$ cat config.mk
export PLATFORM = sky130hd
export DESIGN_NAME = hd_chain_acc
export DESIGN_NICKNAME = d
export VERILOG_FILES = /design/src/rtl/hd_pkg.sv /design/src/rtl/hd74_decode.sv /design/src/rtl/hd_chain_acc.sv
export SDC_FILE = /design/constraint.sdc
export NUM_CORES = 1
export LEC_CHECK = 0
export CELL_PAD_IN_SITES_DETAIL_PLACEMENT = 1
export CELL_PAD_IN_SITES_GLOBAL_PLACEMENT = 2
export CORE_ASPECT_RATIO = 1.4
export CORE_MARGIN = 2
export CORE_UTILIZATION = 36
export CTS_BUF_LIST = sky130_fd_sc_hd__clkbuf_2 sky130_fd_sc_hd__clkbuf_4 sky130_fd_sc_hd__clkbuf_8
export CTS_CLUSTER_DIAMETER = 120
export DETAILED_ROUTE_END_ITERATION = 16
export PLACE_DENSITY = 0.8
export SYNTH_ARGS = -nofsm -noshare
export SYNTH_HDL_FRONTEND = slang
export SYNTH_SLANG_ARGS = --single-unit
$ cat constraint.sdc
create_clock -name clk -period 6.7 [get_ports clk]
set_clock_uncertainty 0.05 [all_clocks]
set_input_delay 1.34 -clock clk [delete_from_list [all_inputs] [get_ports clk]]
set_output_delay 1.34 -clock clk [all_outputs]
set_load 0.01 [all_outputs]
$ cat src/rtl/hd_pkg.sv
// Shared types and constants for the Hamming(7,4) chained accumulator.
//   state_t     : controller states
//   SYN_*       : syndrome {s1,s2,s3} value that points at each codeword bit
//   rule_t      : combine-rule select, keyed by {e_prev, e}
package hd_pkg;

  typedef enum logic [1:0] {
    IDLE    = 2'd0,
    COLLECT = 2'd1,
    OUT     = 2'd2
  } state_t;

  localparam logic [2:0] SYN_NONE = 3'b000;
  localparam logic [2:0] SYN_B0   = 3'b011;
  localparam logic [2:0] SYN_B1   = 3'b101;
  localparam logic [2:0] SYN_B2   = 3'b110;
  localparam logic [2:0] SYN_B3   = 3'b111;
  localparam logic [2:0] SYN_B4   = 3'b001;
  localparam logic [2:0] SYN_B5   = 3'b010;
  localparam logic [2:0] SYN_B6   = 3'b100;

  typedef enum logic [1:0] {
    RULE_2A_ADD_B = 2'b00,
    RULE_2A_SUB_B = 2'b01,
    RULE_A_SUB_2B = 2'b10,
    RULE_A_ADD_2B = 2'b11
  } rule_t;

endpackage

$ cat src/rtl/hd74_decode.sv
// Combinational Hamming(7,4) single-error decoder.
//   in_cw  : received codeword {p6,p5,p4,d3,d2,d1,d0}
//   c      : corrected data nibble, two's-complement signed
//   e      : received (pre-correction) value of the bit the syndrome points at,
//            0 when the syndrome is zero
//   syn_nz : syndrome is nonzero
module hd74_decode
  import hd_pkg::*;
(
  input  logic [6:0] in_cw,
  output logic [3:0] c,
  output logic       e,
  output logic       syn_nz
);

  logic [2:0] syn;

  assign syn = {in_cw[6] ^ in_cw[3] ^ in_cw[2] ^ in_cw[1],
                in_cw[5] ^ in_cw[3] ^ in_cw[2] ^ in_cw[0],
                in_cw[4] ^ in_cw[3] ^ in_cw[1] ^ in_cw[0]};

  assign syn_nz = |syn;

  // Parity-bit errors still report e but leave the data nibble untouched.
  always_comb begin
    c = in_cw[3:0];
    e = 1'b0;
    case (syn)
      SYN_B0: begin c[0] = ~in_cw[0]; e = in_cw[0]; end
      SYN_B1: begin c[1] = ~in_cw[1]; e = in_cw[1]; end
      SYN_B2: begin c[2] = ~in_cw[2]; e = in_cw[2]; end
      SYN_B3: begin c[3] = ~in_cw[3]; e = in_cw[3]; end
      SYN_B4: e = in_cw[4];
      SYN_B5: e = in_cw[5];
      SYN_B6: e = in_cw[6];
      default: ;
    endcase
  end

endmodule

$ cat src/rtl/hd_chain_acc.sv
// Streaming Hamming(7,4) decode / chained accumulate.
// Collects NUM_CW codewords per transaction, corrects each one and folds its
// signed data nibble into an OUT_W-bit wrapping accumulator using a rule
// selected by the error bits of the previous and current codeword.
//   clk, rst_n            : clock, synchronous active-low reset
//   in_valid/in_ready     : codeword handshake (in_ready low while a result waits)
//   in_cw                 : codeword {p6,p5,p4,d3,d2,d1,d0}
//   out_valid/out_ready   : result handshake
//   out_n                 : signed accumulated result
//   out_err_cnt           : codewords with nonzero syndrome in the transaction
//   out_ovf               : some accumulation step wrapped in the transaction
module hd_chain_acc
  import hd_pkg::*;
#(
  parameter int NUM_CW = 2,
  parameter int OUT_W  = 6
) (
  input  logic             clk,
  input  logic             rst_n,
  input  logic             in_valid,
  output logic             in_ready,
  input  logic [6:0]       in_cw,
  output logic             out_valid,
  input  logic             out_ready,
  output logic [OUT_W-1:0] out_n,
  output logic [4:0]       out_err_cnt,
  output logic             out_ovf
);

  localparam int         FW       = OUT_W + 3;
  localparam logic [4:0] LAST_IDX = 5'(NUM_CW);

  state_t           state;
  logic [OUT_W-1:0] acc;
  logic [4:0]       idx;
  logic             e_prev;
  logic [4:0]       err_cnt;
  logic             ovf;

  logic [3:0]          c;
  logic                e;
  logic                syn_nz;
  logic signed [FW-1:0] a_x;
  logic signed [FW-1:0] b_x;
  logic signed [FW-1:0] full;
  logic [OUT_W-1:0]    step;
  logic                wrap;
  rule_t               rule;
  logic [4:0]          err_cnt_nxt;
  logic [4:0]          idx_nxt;
  logic                ovf_nxt;

  hd74_decode u_dec (
    .in_cw  (in_cw),
    .c      (c),
    .e      (e),
    .syn_nz (syn_nz)
  );

  assign in_ready = (state != OUT);

  always_comb begin
    a_x  = {{3{acc[OUT_W-1]}}, acc};
    b_x  = {{(FW-4){c[3]}}, c};
    rule = rule_t'({e_prev, e});
    full = '0;
    case (rule)
      RULE_2A_ADD_B: full = a_x + a_x + b_x;
      RULE_2A_SUB_B: full = a_x + a_x - b_x;
      RULE_A_SUB_2B: full = a_x - b_x - b_x;
      RULE_A_ADD_2B: full = a_x + b_x + b_x;
      default:       full = '0;
    endcase
    step        = full[OUT_W-1:0];
    // Wrap is detected by re-extending the truncated value and comparing.
    wrap        = ({{3{step[OUT_W-1]}}, step} != full);
    err_cnt_nxt = err_cnt + {4'b0, syn_nz};
    idx_nxt     = idx + 5'd1;
    ovf_nxt     = ovf | wrap;
  end

  always_ff @(posedge clk) begin
    if (!rst_n) begin
      state       <= IDLE;
      acc         <= '0;
      idx         <= '0;
      e_prev      <= 1'b0;
      err_cnt     <= '0;
      ovf         <= 1'b0;
      out_valid   <= 1'b0;
      out_n       <= '0;
      out_err_cnt <= '0;
      out_ovf     <= 1'b0;
    end else begin
      case (state)
        IDLE: begin
          if (in_valid) begin
            acc     <= {{(OUT_W-4){c[3]}}, c};
            e_prev  <= e;
            err_cnt <= {4'b0, syn_nz};
            ovf     <= 1'b0;
            idx     <= 5'd1;
            state   <= COLLECT;
          end
        end
        COLLECT: begin
          if (in_valid) begin
            acc     <= step;
            e_prev  <= e;
            err_cnt <= err_cnt_nxt;
            ovf     <= ovf_nxt;
            idx     <= idx_nxt;
            if (idx_nxt == LAST_IDX) begin
              state       <= OUT;
              out_valid   <= 1'b1;
              out_n       <= step;
              out_err_cnt <= err_cnt_nxt;
              out_ovf     <= ovf_nxt;
            end
          end
        end
        OUT: begin
          if (out_ready) begin
            state     <= IDLE;
            out_valid <= 1'b0;
            idx       <= '0;
          end
        end
        default: state <= IDLE;
      endcase
    end
  end

endmodule

# Yosys cells after proc, flatten, opt, wreduce, memory -nomap -nowiden
# Index checks and enable logic that the tools add are counted.
[word_totals] register_bits=33 out_inout_bits=14 input_bits=11
[op_classes] n_mux=28 reduce_logical=13 n_bitwise=14 addsub=9 eq_ne=19
[ops] cell="9-bit one-hot mux with 4 select lines" n=1
[ops] cell="5-bit two-way mux" n=5
[ops] cell="7-bit by 4-bit adder with 8-bit output" n=2
[ops] cell="7-bit by 4-bit subtractor with 8-bit output" n=2
[ops] cell="5-bit one-hot mux with 3 select lines" n=1
[ops] cell="3-bit equality test, second input constant" n=4
[ops] cell="6-bit two-way mux" n=2
[ops] cell="6-bit one-hot mux with 2 select lines" n=1
[ops] cell="4-bit AND reduction" n=3
[ops] cell="2-bit inequality test, second input constant" n=5
[ops] cell="5-bit one-hot mux with 2 select lines" n=1
[ops] cell="1-bit two-way mux" n=9
[ops] cell="1-bit XOR" n=9
[ops] cell="2-bit two-way mux" n=4
[ops] cell="6-bit by 4-bit adder with 7-bit output" n=1
[ops] cell="6-bit by 6-bit adder with 7-bit output" n=1
[ops] cell="1-bit one-hot mux with 7 select lines" n=1
[ops] cell="6-bit by 4-bit subtractor with 7-bit output" n=1
[ops] cell="2-bit equality test, second input constant" n=3
[ops] cell="3-bit by 2-bit equality test with 1-bit output, second input constant" n=2
[ops] cell="2-bit one-hot mux with 3 select lines" n=1
[ops] cell="3-bit AND reduction" n=2
[ops] cell="5-bit by 1-bit adder with 5-bit output" n=1
[ops] cell="5-bit by 1-bit adder with 5-bit output, second input constant" n=1
[ops] cell="other kinds (13)" n=20

# Depth between registers and ports, before layout
[depth] word_depth=12 mapped_depth=22 ltp_nobuf=20

# Modules after synthesis
# From an unflattened synthesis, not the netlist that was laid out.
[hier_totals] cells_unflattened=348 area_unflattened_um2=2835.2
[by_module_without_submodules] mod="hd_chain_acc" instances=1 seq_area_each_um2=660.6 area_per_inst_um2=2543.7 cells_per_inst=312
[by_module_without_submodules] mod="hd74_decode" instances=1 seq_area_each_um2=0.0 area_per_inst_um2=291.5 cells_per_inst=36

# Least setup slack after synthesis
# No wires, ideal clock.
[synth_timing] path_kind="input-to-reg" startpoint="input in_cw[1]" endpoint="register ovf" path_buffers=2 t_arrival_ps=5184 stages=20 setup_slack_ps=1375 setup_ps=91 cell_sequence="buf_2 xnor2_1 xor2_2 and3_2 ha_1 or3_2 o21ai_2 buf_6 nor2_1 a211oi_1 a21oi_1 ha_1 nand2_1 a21oi_1 a211oi_1 nor3_1 o211ai_1 and3_1 and3_4 a311oi_1"
[synth_via] elab_chain_len=11 elab_cells_between_ends=31 cone_classes="add/sub (6); eq/ne (11); mux (8); bitwise (5); reduce/logical (1)"
[synth_lines] item="from (decl)" line="hd_chain_acc.sv:22" source="input logic [6:0] in_cw,"
[synth_lines] item="1-bit XOR (2 in series)" line="hd74_decode.sv:20" source="in_cw[4] ^ in_cw[3] ^ in_cw[1] ^ in_cw[0]};"
[synth_lines] item="3-bit by 2-bit equality test with 1-bit output / 3-bit equality test (equally long branches)" line="hd74_decode.sv:28" source="case (syn)"
[synth_lines] item="1-bit two-way mux" line="hd74_decode.sv:28"
[synth_lines] item="6-bit by 4-bit adder with 7-bit output / 6-bit by 4-bit subtractor with 7-bit output (equally long branches)" line="hd_chain_acc.sv:71, hd_chain_acc.sv:70"
[synth_lines] item="7-bit by 4-bit adder with 8-bit output / 7-bit by 4-bit subtractor with 8-bit output (equally long branches)" line="hd_chain_acc.sv:71, hd_chain_acc.sv:70"
[synth_lines] item="9-bit one-hot mux with 4 select lines *" line="hd_chain_acc.sv:67" source="case (rule)"
[synth_lines] item="3-bit inequality test *" line="hd_chain_acc.sv:76" source="wrap = ({{3{step[OUT_W-1]}}, step} != full);"
[synth_lines] item="1-bit OR *" line="hd_chain_acc.sv:79" source="ovf_nxt = ovf | wrap;"
[synth_lines] item="1-bit two-way mux *" line="hd_chain_acc.sv:107" source="if (in_valid) begin"
[synth_lines] item="1-bit one-hot mux with 2 select lines *" line="hd_chain_acc.sv:95" source="case (state)"
[synth_lines] item="to (signal assigned)" line="hd_chain_acc.sv:111" source="ovf <= ovf_nxt;"
[synth_lines] item="to (decl)" line="hd_chain_acc.sv:38" source="logic ovf;"
# Mark *: on every way between the ends. The rest lies on a longest branch, timed or not. The select of a mux whose other input is x is not followed.
# A chain may end at the register's enable or synchronous reset.

# Worst setup path in the final report
[layout_timing] startpoint="input in_cw[2]" endpoint="register ovf"
[layout_via] elab_chain_len=11 elab_cells_between_ends=32 cone_classes="add/sub (6); eq/ne (11); mux (8); bitwise (6); reduce/logical (1)"
[layout_lines] item="1-bit XOR (on tied branches) (2 in series)" line="hd74_decode.sv:19, hd74_decode.sv:18"
[layout_lines] item="3-bit by 2-bit equality test with 1-bit output / 3-bit equality test (equally long branches)" line="hd74_decode.sv:28"
[layout_lines] item="1-bit two-way mux" line="hd74_decode.sv:28"
[layout_lines] item="6-bit by 4-bit adder with 7-bit output / 6-bit by 4-bit subtractor with 7-bit output (equally long branches)" line="hd_chain_acc.sv:71, hd_chain_acc.sv:70"
[layout_lines] item="7-bit by 4-bit adder with 8-bit output / 7-bit by 4-bit subtractor with 8-bit output (equally long branches)" line="hd_chain_acc.sv:71, hd_chain_acc.sv:70"
[layout_lines] item="9-bit one-hot mux with 4 select lines *" line="hd_chain_acc.sv:67"
[layout_lines] item="3-bit inequality test *" line="hd_chain_acc.sv:76"
[layout_lines] item="1-bit OR *" line="hd_chain_acc.sv:79"
[layout_lines] item="1-bit two-way mux *" line="hd_chain_acc.sv:107"
[layout_lines] item="1-bit one-hot mux with 2 select lines *" line="hd_chain_acc.sv:95"
# Marks and branches as above.

==> results.py <==
metrics = {
    "final_layout": {
        "n_antenna_cell": 0,
        "final_cell_mix": "dfxtp_1 (33), ha_1 (30), nand2_1 (27), nor2_1 (27), a21oi_1 (26)",
        "drive_gt1_frac": 0.07752,
        "fin_nets": 429,
        "layout_commonest_cell": "dfxtp_1",
        "area_growth_syn_to_layout_pct": 14.34,
    },
    "clock_network": {
        "cts_sinks": 33,
        "post_cts_buffers": 0,
        "holdBufCountCts": 0,
        "cts_tree": "yes",
        "clk-insertion-delay-late_ns": 0.29,
        "cts_buffers": 5,
        "cts_buffer_depth": 2,
        "htree_levels": 2,
        "cts_root_buf": "clkbuf_8",
        "cts_resized": 0,
        "clkTransAtPathRegs_ns": 0.07,
    },
    "global_routing": {
        "grt-ovfl-total": 0,
        "gr-usage-all-layers": 0.1805,
        "grt_max_degree": 34,
        "grt_pass1_vias": 2696,
        "antenna_found_initial": 0,
        "grt_pass1_wl_mm": 12.99,
    },
    "critical_path": {
        "startpoint_type": "input pin",
        "reg2reg_from": "e_prev$_SDFFE_PN0P_",
        "timing.reg2reg.setup_slack_ns": 2.86,
        "cp_max_fo": 9,
        "r2r-end": "ovf$_SDFFE_PN0P_",
        "cp-end-kind": "flip-flop",
        "cp.required_ns": 6.84,
        "reg2regPathDepth": 12,
        "path_class": "input pin to flip-flop",
        "cp_data_arrival_time_ns": 6.29,
    },
    "routing": {
        "drtIter0Drc": 65,
        "vias_per_cell": 5.468,
        "firstDrtPassIters": 4,
        "ant_nets": 0,
        "vias": 2674,
        "routed_wl_mm": 7.756,
        "wl_per_cell_um": 15.86,
        "drcViolationCount": 0,
    },
    "job": {
        "maxCapViolCount": 0,
    },
    "logic_synthesis": {
        "synth_top_family_by_area": "compound AO/OA/AOI/OAI gates",
        "ys_seq_elements": 33,
        "syn-cell-area_sq_um": 2975,
        "netlist_instances": 368,
        "synth.avg_cell_area_sq_um": 8.085,
        "synth_warnings": 0,
        "synthXorXnorAreaFrac": 0.09294,
        "synthArstFlopShare": 0,
        "synth_simple_gate_area_frac": 0.1985,
        "synth_compound_area_frac": 0.2342,
        "ys_seq_area_frac": 0.2220,
        "ys_types": 57,
        "synth_nets": 411,
        "synth-main-ff-cell": "dfxtp_1",
        "yosys.area_share.adder": 0.1396,
        "muxShareOfSynthArea": 0.05425,
        "synth_edf_count": 0,
    },
    "floorplanning": {
        "die_area_sq_um": 9019,
        "die_h_um": 111.6,
        "core_area_sq_um": 8100,
        "initial_utilization": 0.3673,
        "chipWidth_um": 80.84,
        "boundaryPins": 25,
        "row_count": 39,
    },
    "sta": {
        "final_hold_viol_count": 0,
        "worst_pin_slew_ns": 1.063,
        "setup_tns_ns": 0,
        "finalMaxSlewViolations": 0,
        "setup_ws_ns": 0.5504,
        "period_minus_slack_ns": 6.150,
        "setup_violations": 0,
        "fmax_mhz": 162.6,
        "slew_headroom": 0.2894,
        "fin_crit_sh": 0.9179,
        "rsz0062_at_grt": "false",
    },
    "placement": {
        "dp_hpwl_mm": 6.056,
        "numPortBuffers": 24,
        "place_congestion": 0.7815,
        "place_ws_ns": 0.2022,
    },
    "min_path": {
        "hold_depth": 1,
        "hold_start": "out_err_cnt[3]$_SDFFE_PN0P_",
        "hold_class": "flip-flop to flip-flop",
        "hold_end": "out_err_cnt[3]$_SDFFE_PN0P_",
    },
    "power": {
        "power_per_cell_area_nw_per_um2": 390.2,
        "leakage_nw": 1.356,
        "vdd_drop_max_v": 0.0001693,
    },
    "outcome": {
        "status": "completed",
    },
}
worst max-delay path, stage by stage:
cell,delay (ns)
clkdlybuf4s50_1,0.73
xor2_2,0.19
xnor2_1,0.41
inv_2,0.09
nor3_1,0.19
ha_1,0.31
or3_1,0.41
ha_1,0.28
mux2_2,0.26
ha_1,0.33
nand2_1,0.06
a21oi_1,0.18
a211oi_1,0.08
nor3_1,0.58
o211ai_1,0.16
and3_1,0.25
and3_4,0.18
a311oi_1,0.26
stage by stage:
stage,utilization,area (sq um),hold slack (ns),power [mW],cells
floorplan,-,2975,0.4427,0.9179,368
global placement,0.4052,3282,0.4308,1.112,481
detailed placement,0.4052,3282,0.4559,1.134,481
CTS,0.4200,3402,0.4734,1.345,489
global route,0.4200,3402,0.4867,1.454,489
finish,0.4200,3402,0.4631,1.328,489
cell usage after synthesis, types with 3 or more instances:
library cell / n / share of area
a211oi_1: 4 / 0.010
a21boi_0: 3 / 0.0076
a21oi_1: 26 / 0.044
a221oi_1: 3 / 0.0088
a22oi_1: 4 / 0.010
a311oi_1: 4 / 0.012
and2_1: 8 / 0.017
buf_6: 3 / 0.011
clkbuf_1: 12 / 0.015
dfxtp_1: 33 / 0.22
ha_1: 30 / 0.13
inv_1: 21 / 0.026
mux2i_1: 15 / 0.050
nand2_1: 27 / 0.034
nand3_1: 9 / 0.015
nor2_1: 27 / 0.034
nor2b_1: 15 / 0.032
nor3_1: 8 / 0.013
nor3b_1: 6 / 0.015
o211a_1: 4 / 0.013
o21ai_0: 24 / 0.040
o21bai_1: 6 / 0.015
o22ai_1: 4 / 0.0084
xnor2_1: 18 / 0.053
xor2_1: 8 / 0.024
xor2_2: 3 / 0.016
layer usage:
layer,GRT usage,vias up,part of all wire
li1,-,1349,-
met1,0.2043,1295,0.43
met2,0.3421,25,0.54
met3,0.01702,5,0.013
met4,0.05763,0,0.011
met5,0,-,0
cell type report:
type / count / area (sq um)
clock buffer: 7 / 90.09
clock inverter: 1 / 30.03
fill: 1004 / 4698
inverter: 22 / 82.58
multi-input combinational: 296 / 2141
sequential: 33 / 660.6
tap: 102 / 127.6
timing repair buffer: 28 / 270.3
sequential cells by signal, summed over array words and instances (netlist names):
| register | cells |
|---|---|
| acc | 6 |
| e_prev | 1 |
| err_cnt | 5 |
| idx | 5 |
| out_err_cnt | 5 |
| out_n | 6 |
| out_ovf | 1 |
| out_valid | 1 |
| ovf | 1 |
| state | 2 |
worst max path at each step:
stage / from / to / slack, ns / depth (start not counted)
floorplan: in_cw[1] / ovf$_SDFFE_PN0P_ / 1.37 / 20
global placement: in_cw[2] / ovf$_SDFFE_PN0P_ / 0.46 / 19
detailed placement: in_cw[2] / ovf$_SDFFE_PN0P_ / 0.20 / 18
CTS: in_cw[2] / ovf$_SDFFE_PN0P_ / 0.49 / 18
global route: in_cw[2] / ovf$_SDFFE_PN0P_ / 0.16 / 20
finish: in_cw[2] / ovf$_SDFFE_PN0P_ / 0.55 / 18
power breakdown:
part	internal [mW]	total (mW)	switching [mW]
clock network	0.125	0.203	0.0780
logic	0.351	0.847	0.495
registers	0.231	0.278	0.0466
total	0.708	1.33	0.620
logic make-up (layout without fill, tap and decap cells):
| group | count (synthesis) | count (layout) |
|---|---|---|
| simple gates | 116 | 116 |
| flops | 33 | 33 |
| compound gates | 103 | 103 |
| mux | 16 | 16 |
| buf+inv | 39 | 58 |
| xor+xnor | 29 | 29 |
| fa+ha+maj | 32 | 32 |
(Power assumes the default switching activity.)
